File: config.mk
export PLATFORM = sky130hd
export DESIGN_NAME = step_sequencer
export DESIGN_NICKNAME = d
export VERILOG_FILES = /design/src/rtl/step_sequencer_pkg.sv /design/src/rtl/step_seq_downcounter.sv /design/src/rtl/step_sequencer.sv
export SDC_FILE = /design/constraint.sdc
export NUM_CORES = 1
export LEC_CHECK = 0
export CAP_MARGIN = 20
export CORE_ASPECT_RATIO = 0.9
export CORE_MARGIN = 1
export CORE_UTILIZATION = 45
export CTS_CLUSTER_SIZE = 16
export DETAILED_ROUTE_END_ITERATION = 10
export HOLD_SLACK_MARGIN = 0.06
export MAX_ROUTING_LAYER = met4
export PLACE_DENSITY = 0.81
export SYNTH_ARGS = -nofsm -noshare
export SYNTH_HDL_FRONTEND = slang
export SYNTH_SLANG_ARGS = --single-unit
File: constraint.sdc
create_clock -name clk -period 6.1 [get_ports clk]
set_clock_uncertainty 0.2 [all_clocks]
set_input_delay 1.525 -clock clk [delete_from_list [all_inputs] [get_ports clk]]
set_output_delay 1.525 -clock clk [all_outputs]
set_load 0.05 [all_outputs]
File: src/rtl/step_sequencer_pkg.sv
// ============================================================================
// Module   : step_sequencer_pkg
// Brief    : Shared types and constants for the step/direction sequencer.
// Revision : 1.0
// ============================================================================
`default_nettype none

package step_sequencer_pkg;

    localparam int DEFAULT_COUNT_W  = 32;
    localparam int DEFAULT_PERIOD_W = 16;

    localparam logic [7:0] c_MIN_TIME = 8'd1;

    typedef enum logic [1:0] {
        IDLE      = 2'd0,
        DIR_SETUP = 2'd1,
        STEP_HIGH = 2'd2,
        STEP_LOW  = 2'd3
    } step_seq_state_t;

    function automatic logic [7:0] clamp_min(input logic [7:0] value);
        return (value < c_MIN_TIME) ? c_MIN_TIME : value;
    endfunction

endpackage

`default_nettype wire

File: src/rtl/step_seq_downcounter.sv
// ============================================================================
// Module   : step_seq_downcounter
// Brief    : Loadable down-counter that stops at zero and flags it.
// Revision : 1.0
// ============================================================================
`default_nettype none

module step_seq_downcounter #(
    parameter int WIDTH = 8
) (
    input  logic             clk,
    input  logic             resetn,
    input  logic             i_load,
    input  logic [WIDTH-1:0] i_load_value,
    input  logic             i_enable,
    output logic             o_zero
);

    logic [WIDTH-1:0] r_count;

    always_ff @(posedge clk or negedge resetn) begin
        if (!resetn) begin
            r_count <= '0;
        end else if (i_load) begin
            r_count <= i_load_value;
        end else if (i_enable && (r_count != '0)) begin
            r_count <= r_count - WIDTH'(1);
        end
    end

    assign o_zero = (r_count == '0);

endmodule

`default_nettype wire

File: src/rtl/step_sequencer.sv
// ============================================================================
// Module   : step_sequencer
// Brief    : Command-driven step/dir pulse generator for the microstepper.
//            Optional signed position tracking: STEP_SEQUENCER_POSITION_EN.
// Revision : 1.0
// ============================================================================
`default_nettype none

module step_sequencer
    import step_sequencer_pkg::*;
#(
    parameter int COUNT_W  = DEFAULT_COUNT_W,
    parameter int PERIOD_W = DEFAULT_PERIOD_W
) (
    input  logic                clk,
    input  logic                resetn,
    input  logic                cmd_valid,
    output logic                cmd_ready,
    input  logic                cmd_dir,
    input  logic [COUNT_W-1:0]  cmd_steps,
    input  logic [PERIOD_W-1:0] cmd_period,
    input  logic [7:0]          config_step_width,
    input  logic [7:0]          config_dir_setup,
    input  logic                abort,
    output logic                step,
    output logic                dir,
    output logic                busy,
    output logic                done,
    output logic                aborted,
`ifdef STEP_SEQUENCER_POSITION_EN
    input  logic                position_clear,
    output logic [COUNT_W-1:0]  position,
`endif
    output logic [COUNT_W-1:0]  steps_remaining
);

    step_seq_state_t     r_state, w_next;
    logic                r_dir, r_done, r_aborted, r_abort_pend;
    logic [COUNT_W-1:0]  r_remaining;
    logic [7:0]          r_width;
    logic [PERIOD_W-1:0] r_period;

    logic                w_accept, w_dir_change, w_enter_high, w_end;
    logic                w_phase_zero, w_period_zero;
    logic                w_phase_load_en, w_phase_en, w_period_en;
    logic [7:0]          w_cmd_width, w_cmd_setup, w_phase_load;
    logic [PERIOD_W-1:0] w_width_plus1, w_cmd_period, w_period_load;

    assign w_cmd_width   = clamp_min(config_step_width);
    assign w_cmd_setup   = clamp_min(config_dir_setup);
    assign w_width_plus1 = PERIOD_W'(w_cmd_width) + PERIOD_W'(1);
    assign w_cmd_period  = (cmd_period < w_width_plus1) ? w_width_plus1 : cmd_period;

    assign w_accept      = (r_state == IDLE) && cmd_valid;
    assign w_dir_change  = (cmd_dir != r_dir);
    assign w_enter_high  = (w_next == STEP_HIGH) && (r_state != STEP_HIGH);
    assign w_end         = (r_state != IDLE) && (w_next == IDLE);

    // Timers are loaded with N-1 so the zero flag marks the last cycle of a phase.
    assign w_phase_load_en = w_enter_high || ((r_state == IDLE) && (w_next == DIR_SETUP));
    assign w_phase_load    = (r_state == IDLE) ? ((w_dir_change ? w_cmd_setup : w_cmd_width) - 8'd1)
                                               : (r_width - 8'd1);
    assign w_period_load   = ((r_state == IDLE) ? w_cmd_period : r_period) - PERIOD_W'(1);
    assign w_phase_en      = (r_state == DIR_SETUP) || (r_state == STEP_HIGH);
    assign w_period_en     = (r_state == STEP_HIGH) || (r_state == STEP_LOW);

    step_seq_downcounter #(.WIDTH(8)) u_phase_timer (
        .clk          (clk),
        .resetn       (resetn),
        .i_load       (w_phase_load_en),
        .i_load_value (w_phase_load),
        .i_enable     (w_phase_en),
        .o_zero       (w_phase_zero)
    );

    step_seq_downcounter #(.WIDTH(PERIOD_W)) u_period_timer (
        .clk          (clk),
        .resetn       (resetn),
        .i_load       (w_enter_high),
        .i_load_value (w_period_load),
        .i_enable     (w_period_en),
        .o_zero       (w_period_zero)
    );

    always_ff @(posedge clk or negedge resetn) begin
        if (!resetn) begin
            r_state <= IDLE;
        end else begin
            r_state <= w_next;
        end
    end

    always_comb begin
        w_next = r_state;
        case (r_state)
            IDLE: begin
                if (cmd_valid && (cmd_steps != '0)) begin
                    w_next = w_dir_change ? DIR_SETUP : STEP_HIGH;
                end
            end
            DIR_SETUP: begin
                if (abort) begin
                    w_next = IDLE;
                end else if (w_phase_zero) begin
                    w_next = STEP_HIGH;
                end
            end
            STEP_HIGH: begin
                // A pending abort only takes effect once the pulse is complete.
                if (w_phase_zero) begin
                    w_next = (abort || r_abort_pend) ? IDLE : STEP_LOW;
                end
            end
            STEP_LOW: begin
                if (abort) begin
                    w_next = IDLE;
                end else if (w_period_zero) begin
                    w_next = (r_remaining != '0) ? STEP_HIGH : IDLE;
                end
            end
            default: w_next = IDLE;
        endcase
    end

    always_comb begin
        cmd_ready = (r_state == IDLE);
        busy      = (r_state != IDLE);
        step      = (r_state == STEP_HIGH);
    end

    always_ff @(posedge clk or negedge resetn) begin
        if (!resetn) begin
            r_dir        <= 1'b0;
            r_done       <= 1'b0;
            r_aborted    <= 1'b0;
            r_abort_pend <= 1'b0;
            r_remaining  <= '0;
            r_width      <= c_MIN_TIME;
            r_period     <= '0;
        end else begin
            r_done       <= 1'b0;
            r_aborted    <= 1'b0;
            r_abort_pend <= (r_state == STEP_HIGH) && (w_next == STEP_HIGH) && (abort || r_abort_pend);
            if (w_accept) begin
                r_width  <= w_cmd_width;
                r_period <= w_cmd_period;
                if (cmd_steps == '0) begin
                    r_remaining <= '0;
                    r_done      <= 1'b1;
                end else begin
                    r_dir       <= cmd_dir;
                    r_remaining <= (w_next == STEP_HIGH) ? (cmd_steps - COUNT_W'(1)) : cmd_steps;
                end
            end else if (w_enter_high) begin
                r_remaining <= r_remaining - COUNT_W'(1);
            end
            if (w_end) begin
                r_done    <= 1'b1;
                r_aborted <= abort || r_abort_pend;
            end
        end
    end

`ifdef STEP_SEQUENCER_POSITION_EN
    logic [COUNT_W-1:0] r_position;
    logic [COUNT_W-1:0] w_pos_delta;

    // On every STEP_HIGH entry r_dir already holds the direction of that step.
    assign w_pos_delta = r_dir ? COUNT_W'(1) : '1;

    always_ff @(posedge clk or negedge resetn) begin
        if (!resetn) begin
            r_position <= '0;
        end else if (position_clear) begin
            r_position <= w_enter_high ? w_pos_delta : '0;
        end else if (w_enter_high) begin
            r_position <= r_position + w_pos_delta;
        end
    end

    assign position = r_position;
`endif

    assign dir             = r_dir;
    assign done            = r_done;
    assign aborted         = r_aborted;
    assign steps_remaining = r_remaining;

endmodule

`default_nettype wire

==> impl_results.md, run 1 <==
* Status: complete, no violations
* Path class of the lowest-slack min-delay path: reg -> reg
* DRC violations left at 0
* Final-stage net count at 1029
* Seq/Total Area, Yosys at 32.8%
* Wire length of the first global-routing pass at 30.2 mm
* Maximum number of pins on one net before global-route repair at between 50 and 60
* Combined global-route utilization of all metal layers at 26.4%
* Area inside the core boundary at around 14000 µm²
* Clock latency on the worst-skew pair at around 0.35 ns
* Number of antenna violations at the first check in global routing at 0
* Arrival time worst endpoint at 5.86 ns
* Library cells used by synthesis at 65
* Largest fanout of any net on the critical path at 12
* DRT met1 WL at 8.55 mm
* Fmax at 173 MHz
* Setup crit start kind: input port
* First element of the critical path: config_step_width[3]
* Hold Violations, Final at 0
* Starting Density at 46.5%
* Worst-margin pin slew at 0.860 ns
* Via count at 6622
* Startpoint of the most critical register-to-register path: u_period_timer.r_count[13]
* Leakage power of the design at 0.00333 µW
* Max-capacitance violation count at 0
* Met2 wire len at 8.87 mm
* I/O Pins at between 100 and 150
* Die H at about 120 µm
* Uppermost signal routing layer after detailed routing: met4
* Number of endpoints failing setup at the final stage at 0
* Clk pin slew, worst setup/hold paths at 0.07 ns
* Number of clock buffers inserted by TritonCTS at 9
* Area share of the largest cell type after synthesis at around a third
* Cell type with the largest total area after synthesis: dfrtp_1
* Crit share post-route at between 90% and 100%
* Aggregate global routing overflow at 0
* Placed inst area at 7930 µm²
* Top FF cell, synth: dfrtp_1
* Initial DRC Count at 672
* Mean instance size in the synthesized netlist at about 7.9 µm²
* Finished Core Util at 58.9%
* Cell Area, Synth at between 6000 and 7000 µm²
* Data required, critical path at 6.18 ns
* Most used standard cells in the synthesized netlist: nand2_1, nor2_1, dfrtp_1, xnor2_1, o21ai_0
* Hold Buf Count CTS at 0
* Vias in the first global route at 6124
* CTS H-tree lvls at 3
* Top area cells in the synthesized netlist: dfrtp_1, nand2_1, xnor2_1, nor2_1, xor2_1
* Die ar. at 15100 µm²
* Nets in the synthesized netlist at around 920
* Min-delay src: r_period[11]
* Synth warn at 0
* DR WL/cell at approximately 17 µm
* Startpoint-to-endpoint class of the critical path: in -> reg
* Number of antenna diodes at 0
* Element type at the critical path end: register
* Synthesis-stage register bit count at 86
* Crit path time final at slightly below 6 ns
* Vias per Instance at roughly 5.8
* Number of nets still failing antenna checks after routing at 0
* Relative slew slack at 42.1%
* Top-count cell post-synth: nand2_1
* IR drop worst, VDD at 0.318 mV
* Area overhead of the layout relative to synthesis at 26.7%
* Clock Tree Buf Depth at 2
* Count of TritonRoute iterations in the first routing pass at 5
* TritonCTS clock tree: yes
* Number of buffers added on ports at 106
* Final routed wirelength across all metal layers at 19.0 mm
* Fraction of layout instances using a drive strength above 1 at under 10%
* Site row count at 41
* Synth async-reset ratio at 100%
* Final Wtd Congestion at approximately 0.91
* Die outline width at 129 µm
* Clock root buffer: clkbuf_16
* Number of instances in the synthesized netlist at 830
* Met3 WL post-DR at 1.26 mm
* Final number of max-transition violations at 0
* Placed wire-length estimate at 13.9 mm
* EDFF count, synth at 0
* Power density cells at 529 nW/µm²
* Post-route cell area at 8300 µm²
* TritonCTS Sinks at 86
[state kept, by name, indices dropped and copies added (netlist names)]
name,count
u_phase_timer.r_count,8
aborted,1
steps_remaining,32
u_period_timer.r_count,16
r_abort_pend,1
done,1
r_period,16
r_state,2
dir,1
r_width,8
[cells in the final DEF, fill, tap and decap left out, types with 21 or more instances in the layout]
master / netlist / routed
a21oi_1: 40 / 40
buf_4: 1 / 30
clkdlybuf4s50_1: 0 / 105
dfrtp_1: 85 / 85
mux2i_1: 21 / 21
nand2_1: 141 / 141
nand3_1: 26 / 26
nor2_1: 89 / 87
nor3_1: 36 / 36
nor4_1: 28 / 28
o21ai_0: 41 / 40
o22ai_1: 24 / 24
xnor2_1: 48 / 48
xor2_1: 36 / 36
[path summary, 6_finish.rpt]
path | slack, ns | cells past startpoint | end
hold / removal | 0.27 | 2 | r_period[11]
min in group asynchronous | 0.94 | 1 | steps_remaining[17]
max in group asynchronous | 3.71 | 2 | r_period[4]
setup / recovery | 0.32 | 20 | u_period_timer.r_count[14]
setup reg to reg | 1.80 | 12 | u_period_timer.r_count[14]
hold reg to reg | 0.27 | 2 | r_period[11]
[power breakdown]
group / internal, µW / switching, µW
logic: 1000 / 1670
clock network: 358 / 240
registers: 843 / 279
[cell type report]
| class | instances | area, µm² |
|---|---|---|
| clock buffers | 10 | 229 |
| well taps | 193 | 241 |
| multi-input cells | 689 | 4220 |
| repair buffers | 137 | 1300 |
| fillers | 1240 | 5800 |
| clock inverters | 6 | 86.3 |
| flip-flops and latches | 86 | 2150 |
| inverters | 19 | 71.3 |
[through the flow]
step | total power (µW) | hold slack [ns] | cells | worst slack [ns] | setup TNS [ns]
after global placement | 3680 | 0.254 | 1121 | 0.0128 | 0
after CTS | 4350 | 0.277 | 1137 | 0.229 | 0
after detailed placement | 3740 | 0.261 | 1121 | -0.129 | -0.765
after floorplan | 2950 | 0.242 | 830 | 0.105 | 0
final | 4400 | 0.272 | 1140 | 0.321 | 0
after global routing | 4690 | 0.311 | 1140 | -0.0155 | -0.0282
[layer usage]
layer | track usage, % | vias to the layer above
li1 | - | 3185
met1 | 35.0 | 3166
met2 | 41.6 | 249
met3 | 4.03 | 22
met4 | 8.55 | 0
met5 | - | -
[cell families after synthesis]
group	after synthesis	share of synthesized area, %
simple gates	392	28.8
flops	86	32.8
buf+inv	55	3.24
mux	23	3.55
compound gates	172	16.9
fa+ha+maj	18	3.44
xor+xnor	84	11.2
[what timing repair did]
action / CTS / global route
buffers inserted: 0 / 3
setup endpoints to repair: 0 / 9
gates resized for setup: 0 / 5
[worst max-delay path, stage by stage]
cell and delay [ns]:
clkdlybuf4s50_1 0.42, nor4_1 0.32, a21oi_1 0.14, inv_1 0.11
ha_1 0.23, nand3_1 0.11, nor2_1 0.19, xnor2_1 0.13
ha_1 0.31, nand4_1 0.09, a211o_1 0.27, a21o_1 0.19
and3_1 0.27, or4_1 0.43, and3_1 0.18, o41ai_2 0.28
buf_4 0.23, nand4b_1 0.13, xor2_1 0.16, mux2i_1 0.13
Power figures use the tool's default switching activity.
==> inputs of run 2 (changes only) <==
- CORE_UTILIZATION: 45 -> 59
- PLACE_DENSITY: 0.81 -> 0.95
==> run 2 against run 1 <==
Die area fell by 23%. Global-route usage rose by 9.2 points. Non-clock buffer count is 3 lower. Design area shrank 1.5%. Clock-buffer cell count up 3. First-iteration DRC count is 34% higher. Register-to-register slack worse by 0.13 ns. Power about the same. Final cell count shrank 5.5%. Largest cell class unchanged. Largest power group unchanged.
==> impl_results.md, run 2 (same netlist as run 1, synthesis figures left out) <==
* Final routed wirelength across all metal layers at 19.9 mm
* Initial DRC Count at 899
* Vias per Instance at 6.43
* Setup crit start kind: input port
* Die ar. at 11500 µm²
* CTS H-tree lvls at 3
* Fraction of layout instances using a drive strength above 1 at 7.10%
* Final-stage net count at 1027
* Data required, critical path at 6.12 ns
* Final number of max-transition violations at 0
* Worst R2R Setup Slack at 1.67 ns
* Die outline width at roughly 110 µm
* Number of clock buffers inserted by TritonCTS at 9
* Number of antenna violations at the first check in global routing at 0
* Max reg flops at 32
* Element type at the critical path end: register
* Clock Tree Buf Depth at 2
* Number of endpoints failing setup at the final stage at 0
* Non-filler instance count after layout at approximately 1100
* Final Wtd Congestion at 0.938
* Aggregate global routing overflow at 0
* TritonCTS Sinks at 86
* Count of TritonRoute iterations in the first routing pass at 6
* IR drop worst, VDD at around 0.29 mV
* Maximum number of pins on one net before global-route repair at 55
* Largest fanout of any net on the critical path at 9
* Area overhead of the layout relative to synthesis at 24.8%
* Number of nets still failing antenna checks after routing at 0
* Dpl cells at 1060
* Startpoint-to-endpoint class of the critical path: in -> reg
* Setup repair after global routing missed its margin: no
* Most frequent standard cell in the layout excluding fill and tap cells: nand2_1
* Path class of the lowest-slack min-delay path: reg -> reg
* Relative slew slack at 33.2%
* Layout fillers at ~730
* Hold Violations, Final at 0
* Arrival time worst endpoint at between 5 and 6 ns
* Setup Slack @ Placement at -0.185 ns
* Leakage power of the design at 0.00330 µW
* Site row count at 36
* I/O Pins at about 110
* Via count at about 6900
* Starting Density at between 60% and 70%
* Clk pin slew, worst setup/hold paths at ~0.06 ns
* TritonCTS clock tree: yes
* Power density cells at approximately 540 nW/µm²
* Combined global-route utilization of all metal layers at 35.6%
* Clock root buffer: clkbuf_16
* DRC violations left at 0
* Wire length of the first global-routing pass at about 31 mm
* Area inside the core boundary at 10800 µm²
* Final WS setup at 0.235 ns
* Vias in the first global route at 6352
* DR WL/cell at 18.5 µm
* Number of buffers added on ports at between 100 and 150
* Placed wire-length estimate at 13.9 mm
* Die H at 102 µm
* Number of antenna diodes at 0
* Status: complete, no violations
* Fmax at 170 MHz
* Commonest non-fill, non-tap cells in the layout: nand2_1, clkdlybuf4s50_1, nor2_1
* Crit share post-route at 96.2%
* Max-capacitance violation count at 0
* Worst-margin pin slew at roughly 1 ns
* Clock latency on the worst-skew pair at 0.35 ns
* Crit path time final at 5.87 ns
==> run 2: report_power, final <==
part	internal (µW)	switching (µW)	total [µW]
logic	989	1730	2720
clock network	308	232	541
registers	843	295	1140
==> run 2: timing repair <==
item | in CTS | in global routing
setup endpoints to repair | 0 | 8
hold buffers | 0 | 0
buffers inserted | 0 | 1
gates resized for setup | 0 | 4
==> run 2: routing by layer <==
layer / wire [µm] / vias up / GRT usage, %
li1: - / 3199 / -
met1: 8340 / 3237 / 45.7
met2: 9280 / 412 / 56.8
met3: 1680 / 73 / 6.05
met4: 603 / 0 / 13.8
met5: 0 / - / -
==> run 2: through the flow <==
stage,util [%],hold WS [ns],power (µW),setup TNS [ns],instance area [µm²]
finish,75.7,0.272,4400,0,8180
global route,75.7,0.294,4640,0,8180
CTS,75.2,0.273,4300,0,8130
detailed placement,72.6,0.259,3730,-0.657,7850
global placement,72.6,0.254,3640,-0.0620,7850
floorplan,-,0.242,2950,0,6560
==> run 2: cell type report <==
cell class,instances,area (µm²),share of cell area [%]
clock inverter,2,16.3,0.199
sequential,86,2150,26.3
clock buffer,13,270,3.30
multi-input combinational,690,4230,51.8
timing repair buffer,134,1270,15.5
tap,133,166,2.03
inverter,19,71.3,0.872
==> run 2: worst max-delay path: stages <==
cell and delay [ns]:
clkdlybuf4s50_1 0.42, nor4_1 0.30, a21oi_1 0.13, inv_1 0.12
ha_1 0.24, nand3_1 0.12, nor2_1 0.18, xnor2_1 0.14
ha_1 0.31, nand4_1 0.09, a211o_1 0.27, a21o_1 0.19
and3_1 0.21, o21ai_0 0.24, or4b_1 0.63, o2bb2ai_4 0.32
nand4b_1 0.18, xor2_1 0.18, mux2i_1 0.09
==> run 2: final timing paths <==
path / startpoint / to / cells after the start
max: config_step_width[3] / u_period_timer.r_count[13] / 19
min: r_period[9] / r_period[9] / 2
max reg2reg: u_period_timer.r_count[13] / u_period_timer.r_count[13] / 11
min reg2reg: r_period[9] / r_period[9] / 2
max in group asynchronous: resetn / r_period[6] / 2
min in group asynchronous: resetn / r_width[3] / 1
==> inputs of run 3 (changes only) <==
- RECOVER_POWER: default -> 50
==> run 3 against run 2 <==
The flow now finishes with violations (capacitance limit, slew limit). Register-to-register slack improved by 0.04 ns. Die area unchanged. Critical path depth did not move. Utilization fell by 0.093 points. Design area decreased by 0.12%. Clock power hardly changed. First-iteration DRC count is 1.8% higher. Sequential cell count is the same.
==> impl_results.md, run 3 (same netlist as run 1, synthesis figures left out) <==
* Arrival time worst endpoint at 5.86 ns
* Total power at between 4000 and 5000 µW
* Clk pin slew, worst setup/hold paths at 0.06 ns
* Number of antenna violations at the first check in global routing at 0
* Number of endpoints failing setup at the final stage at 0
* Wire length of the first global-routing pass at 31.4 mm
* Psw at 2250 µW
* TritonCTS Sinks at 86
* Clock latency on the worst-skew pair at 0.35 ns
* Count of cells along the worst hold path at 2
* CTS H-tree lvls at 3
* IR drop worst, VDD at between 0.2 and 0.3 mV
* Via count at 6925
* Maximum number of pins on one net before global-route repair at 55
* Vias per Instance at ~6.4
* Cells along the critical path: clkdlybuf4s50_1 > nor4_1 > a21oi_1 > inv_1 > ha_1 > nand3_1 > nor2_1 > xnor2_1 > ha_1 > nand4_1 > a211o_1 > a21o_1 > and3_1 > o21ai_0 > or4b_1 > o2bb2ai_4 > nand4b_1 > xor2_1 > mux2i_1
* Clock root buffer: clkbuf_16
* I/O Pins at 107
* Aggregate global routing overflow at 0
* CP dominant cell by count: ha_1
* Hold Violations, Final at 0
* R2r worst-path depth at 11
* Kind of cell adding the most delay to the critical path: simple AND/OR/NAND/NOR gates
* Dpl cells at around 1100
* Element type at the critical path end: register
* Largest fanout of any net on the critical path at 9
* Crit share post-route at 95.7%
* Hold Buf Count CTS at 0
* Internal power contribution at 2140 µW
* DRC violations left at 0
* Clock Tree Buf Depth at 2
* Endpoint of the lowest-slack register-to-register path: u_period_timer.r_count[13]
* Number of nets still failing antenna checks after routing at 0
* Number of antenna diodes at 0
* Initial DRC Count at 915
* Fmax at 171 MHz
* Worst-margin pin slew at 2.12 ns
* Final Wtd Congestion at 0.938
* Power share of the sequential group at roughly 26%
* Starting Density at 60.6%
* Clock network fraction of design power at 12.3%
* DR WL/cell at 18.4 µm
* Number of buffers added on ports at 106
* Status: finished with violations
* Commonest non-fill, non-tap cells in the layout: nand2_1, clkdlybuf4s50_1, nor2_1
* Power density cells at 537 nW/µm²
* Site row count at 36
* Power share of the combinational group at 61.8%
* Crit path time final at 5.84 ns
* Vias in the first global route at ~6400
* Most frequent standard cell in the layout excluding fill and tap cells: nand2_1
* Placed wire-length estimate at 13.9 mm
* Path class of the lowest-slack min-delay path: reg -> reg
* Die outline width at 113 µm
* Final number of max-transition violations at 83
* Startpoint-to-endpoint class of the critical path: in -> reg
* Relative slew slack at -41.5%
* Area inside the core boundary at 10800 µm²
* Max reg flops at 32
* Setup crit start kind: input port
* Min-delay src: r_period[9]
* Startpoint of the most critical register-to-register path: u_period_timer.r_count[13]
* Count of TritonRoute iterations in the first routing pass at 5
* Setup repair after global routing missed its margin: no
* TritonCTS clock tree: yes
* Max-capacitance violation count at 2
* End point of the worst hold path: r_period[9]
* Worst R2R Setup Slack at 1.71 ns
* Total buffers and inverters traversed by the critical path at 2
* Fraction of layout instances using a drive strength above 1 at 6.89%
* Combined global-route utilization of all metal layers at between 30% and 40%
* Cell at the slowest stage of the critical path: or4b_1
* Final-stage net count at 1027
* Data required, critical path at about 6.1 ns
* Sw Ratio at 51.3%
* Failing checks: capacitance limit, slew limit
* Delay of the slowest critical-path stage at approximately 0.63 ns
* Die ar. at 11500 µm²
* Number of clock buffers inserted by TritonCTS at 9
* Final routed wirelength across all metal layers at 19.8 mm
* Die H at 102 µm
* Leakage power of the design at 0.00330 µW
* Non-filler instance count after layout at 1077
* Area overhead of the layout relative to synthesis at 24.6%
run 3: changes by cell type in the layout (fill, tap and decap cells not counted):
| cell | before | now |
|---|---|---|
| buf_4 | 29 | 26 |
| clkbuf_1 | 1 | 3 |
| clkbuf_2 | 0 | 1 |
| clkdlybuf4s50_1 | 105 | 101 |
| dlygate4sd3_1 | 0 | 4 |
run 3: how the worst max path moves through the flow:
stage                          from                    endpoint  slack, ns  cells past startpoint
2_1_floorplan  config_step_width[3]  u_period_timer.r_count[14]       0.10                     24
4_1_cts        config_step_width[3]   u_period_timer.r_count[8]       0.15                     20
5_1_grt        config_step_width[3]  u_period_timer.r_count[13]       0.01                     19
6_report       config_step_width[3]  u_period_timer.r_count[13]       0.26                     19
3_3_place_gp   config_step_width[3]  u_period_timer.r_count[14]      -0.03                     20
3_5_place_dp   config_step_width[3]   u_period_timer.r_count[8]      -0.19                     20
run 3: worst min-delay path: cells and delay by family, from the launching register on:
kind | cells | cell delay (ns)
simple gates | 2 | 0.10
flops | 1 | 0.34
run 3: power groups by stage:
| stage | clock, µW | combinational [µW] | sequential [µW] |
|---|---|---|---|
| final | 538 | 2720 | 1140 |
| after global routing | 558 | 2920 | 1170 |
| after CTS | 540 | 2640 | 1120 |
| after detailed placement | 0 | 2610 | 1120 |
| after global placement | 0 | 2540 | 1110 |
| after floorplan | 0 | 1580 | 1370 |
run 3: repair_timing:
action | in CTS | in global routing
buffers inserted | 0 | 1
endpoints found under the setup margin | 0 | 8
resized for setup | 0 | 4
run 3: per-stage QoR:
step	hold WS (ns)	area, µm²	worst slack [ns]	util [%]	TNS [ns]
global route	0.294	8170	0.00974	75.6	0
floorplan	0.242	6560	0.105	-	0
CTS	0.273	8130	0.152	75.2	0
detailed placement	0.259	7850	-0.185	72.6	-0.657
global placement	0.254	7850	-0.0304	72.6	-0.0620
finish	0.274	8170	0.263	75.6	0
run 3: layer usage:
metal  part of all wire [%]  vias to the layer above  GRT usage, %
li1                       -                     3205             -
met5                      0                        -             -
met2                     47                      444          56.8
met3                    9.1                       55          6.05
met4                    2.7                        0          13.8
met1                     41                     3221          45.7
run 3: final cells by class:
type,instances,area (µm²)
timing repair buffer,134,1260
clock buffer,13,270
sequential,86,2150
fill,734,2640
tap,133,166
inverter,19,71.3
multi-input combinational,690,4230
clock inverter,2,16.3
==> variant, RTL diff (config.mk and constraints of run 2) <==
Encoding of `step_seq_state_t`: now one-hot (4 bits for 4 states).
--- a/src/rtl/step_sequencer_pkg.sv
+++ b/src/rtl/step_sequencer_pkg.sv
@@ -14,7 +14,7 @@
 
-    typedef enum logic [1:0] {
-        IDLE      = 2'd0,
-        DIR_SETUP = 2'd1,
-        STEP_HIGH = 2'd2,
-        STEP_LOW  = 2'd3
+    typedef enum logic [3:0] {
+        IDLE      = 4'b0001,
+        DIR_SETUP = 4'b0010,
+        STEP_HIGH = 4'b0100,
+        STEP_LOW  = 4'b1000
     } step_seq_state_t;
Check against the original RTL: same outputs for any inputs over 4 cycles, from zero or initial values and one cycle with resetn low; so few cycles prove little.
==> variant against run 2 <==
  * Wire length increased by 12%
  * Count of clock-buffer cells in the layout unchanged
  * Maximum frequency decreased by 0.25%
  * Cell area increased by 6.6%
  * Synthesized area increased by 5.3%
  * Sequential cell count increased by 2
  * Worst setup slack got worse by 0.015 ns
  * Power increased by 0.27%
  * Critical endpoint is now u_period_timer.r_count[6]$_DFFE_PN0P_
==> variant: results (changes against run 2) <==
Critical path
  • Delay-heaviest family, CP: compound AO/OA/AOI/OAI gates (was simple AND/OR/NAND/NOR gates)
  • Max incr delay on CP: 0.45 ns (was 0.63 ns)
  • CP max stage cell: clkdlybuf4s50_1 (was or4b_1)
  • Crit Path Max Fanout: 6 (was 9)
  • WP data arrival: 5.91 ns (was 5.89 ns)
  • R2R depth: 11 (unchanged)

Hold path
  • Hold path depth: 2 (unchanged)

Cells and area
  • Number of diodes: 0 (unchanged)
  • Fin nets: 1051 (was 1027)
  • Layout cell share with drive strength beyond 1: 0.125 (was 0.0710)

Placed design
  • # port buffers: 106 (unchanged)
  • Placer Congestion: 0.983 (was 0.938)
  • Pre-CTS setup slack: -0.338 ns (was -0.185 ns)
  • Post-detail-place hpwl: 15500 µm (was 13900 µm)

GRT
  • Overall Global Routing Usage: 0.375 (was 0.356)
  • First-pass GRT wire length: 34800 µm (was 31400 µm)
  • Pin count of the biggest net entering global routing: 52 (was 55)
  • Vias in the first global route: 7131 (was 6352)

Clocking
  • TritonCTS buffer count: 9 (unchanged)
  • Worst skew pair latency: 0.34 ns
  • CTS Root Cell: clkbuf_16 (unchanged)

Logic synthesis
  • Synth area leaders: dfrtp_1 31%, nand2_1 6.1%, xnor2_1 5.8%, nor2_1 4.2%, nor3_1 3.7% (was dfrtp_1 32%, nand2_1 8.1%, xnor2_1 6.4%, nor2_1 5.1%, xor2_1 4.8%)
  • Post-synth net total: 933 (was 917)
  • Sequential fraction of the synthesis area: 0.319 (was 0.328)
  • Synth warnings: 0 (unchanged)
  • Cell variety after synth: 83 (was 65)
  • Most frequent cells after synthesis: 113 x nand2_1, 86 x dfrtp_1, 78 x nor2_1 (was 141 x nand2_1, 89 x nor2_1, 85 x dfrtp_1)
  • Asr flop ratio synth: 1.00 (unchanged)

Route
  • TritonRoute pass-1 iters: 8 (was 6)
  • Post-DR wirelength/cell: 19.8 µm (was 18.5 µm)
  • DR iter-0 viols: 967 (was 899)
  • Post-DR vias/cell: 6.74 (was 6.43)

Pwr
  • Worst VDD drop: 318 µV (was 290 µV)
  • LEAKAGE: 0.00343 µW (was 0.00330 µW)

Run status
  • Outcome: complete, no violations (unchanged)

Timing
  • Max-slew headroom: 0.539 (was 0.332)
[variant: cell types whose count changed after synthesis, sizes merged, moves of 9 or more]
cell	before	now
nand4b	9	0
nand2	141	114
or4	9	20
nor3	37	54
xor2	36	26
buf	6	22
nor2	89	78
[variant: per-layer routing]
metal | GRT usage | vias up | wire [µm]
met5 | - | - | 0
met4 | 0.159 | 0 | 989
met3 | 0.0771 | 105 | 2440
met2 | 0.558 | 591 | 10200
met1 | 0.494 | 3565 | 8660
li1 | - | 3345 | -
[variant: cells by family after synthesis]
group | share of synthesized area
simple gates | 0.288
compound gates | 0.191
buf+inv | 0.0422
mux | 0.0433
flops | 0.319
xor+xnor | 0.0913
fa+ha+maj | 0.0254
[variant: report_power, final]
group | switching, µW | internal [µW] | leakage, µW
registers | 295 | 859 | 0.00109
clock network | 235 | 318 | 0.000134
logic | 1720 | 983 | 0.00221
[variant: timing repair]
action,4_1_cts,5_1_grt
endpoints found under the setup margin,1,6
buffers inserted,0,3
cloned,0,0
pin swaps,0,8
resized for setup,1,24
[variant: final cells by class]
class	count	area, µm²
fillers	760	2710
clock inverters	3	42.5
flip-flops and latches	88	2200
multi-input cells	694	4510
inverters	18	67.6
well taps	156	195
clock buffers	13	240
repair buffers	157	1460
[variant: tightest hold or removal path: stages, from the launching register on]
cell and delay [ns]:
dfrtp_1 0.34, nand2_1 0.05, o21ai_0 0.06
[variant: path summary, 6_finish.rpt]
check | from | endpoint | slack (ns)
hold / removal | r_period[7]$_DFFE_PN0P_ | r_period[7]$_DFFE_PN0P_ | 0.28
setup reg to reg | r_state[0]$_DFF_PN1_ | u_period_timer.r_count[11]$_DFFE_PN0P_ | 1.46
hold reg to reg | r_period[7]$_DFFE_PN0P_ | r_period[7]$_DFFE_PN0P_ | 0.28
setup / recovery | config_step_width[5] | u_period_timer.r_count[6]$_DFFE_PN0P_ | 0.22
max in group asynchronous | resetn | r_state[0]$_DFF_PN1_ | 3.71
min in group asynchronous | resetn | r_period[10]$_DFFE_PN0P_ | 1.03
[variant: through the flow]
stage | cell area, µm² | setup TNS (ns) | hold WS [ns] | instances | utilization
detailed placement | 8310 | -1.78 | 0.267 | 1110 | 0.727
global route | 8720 | -0.102 | 0.312 | 1129 | 0.763
CTS | 8600 | 0 | 0.282 | 1126 | 0.752
floorplan | 6910 | 0 | 0.245 | 850 | -
finish | 8720 | 0 | 0.281 | 1129 | 0.763
global placement | 8310 | -0.691 | 0.257 | 1110 | 0.727
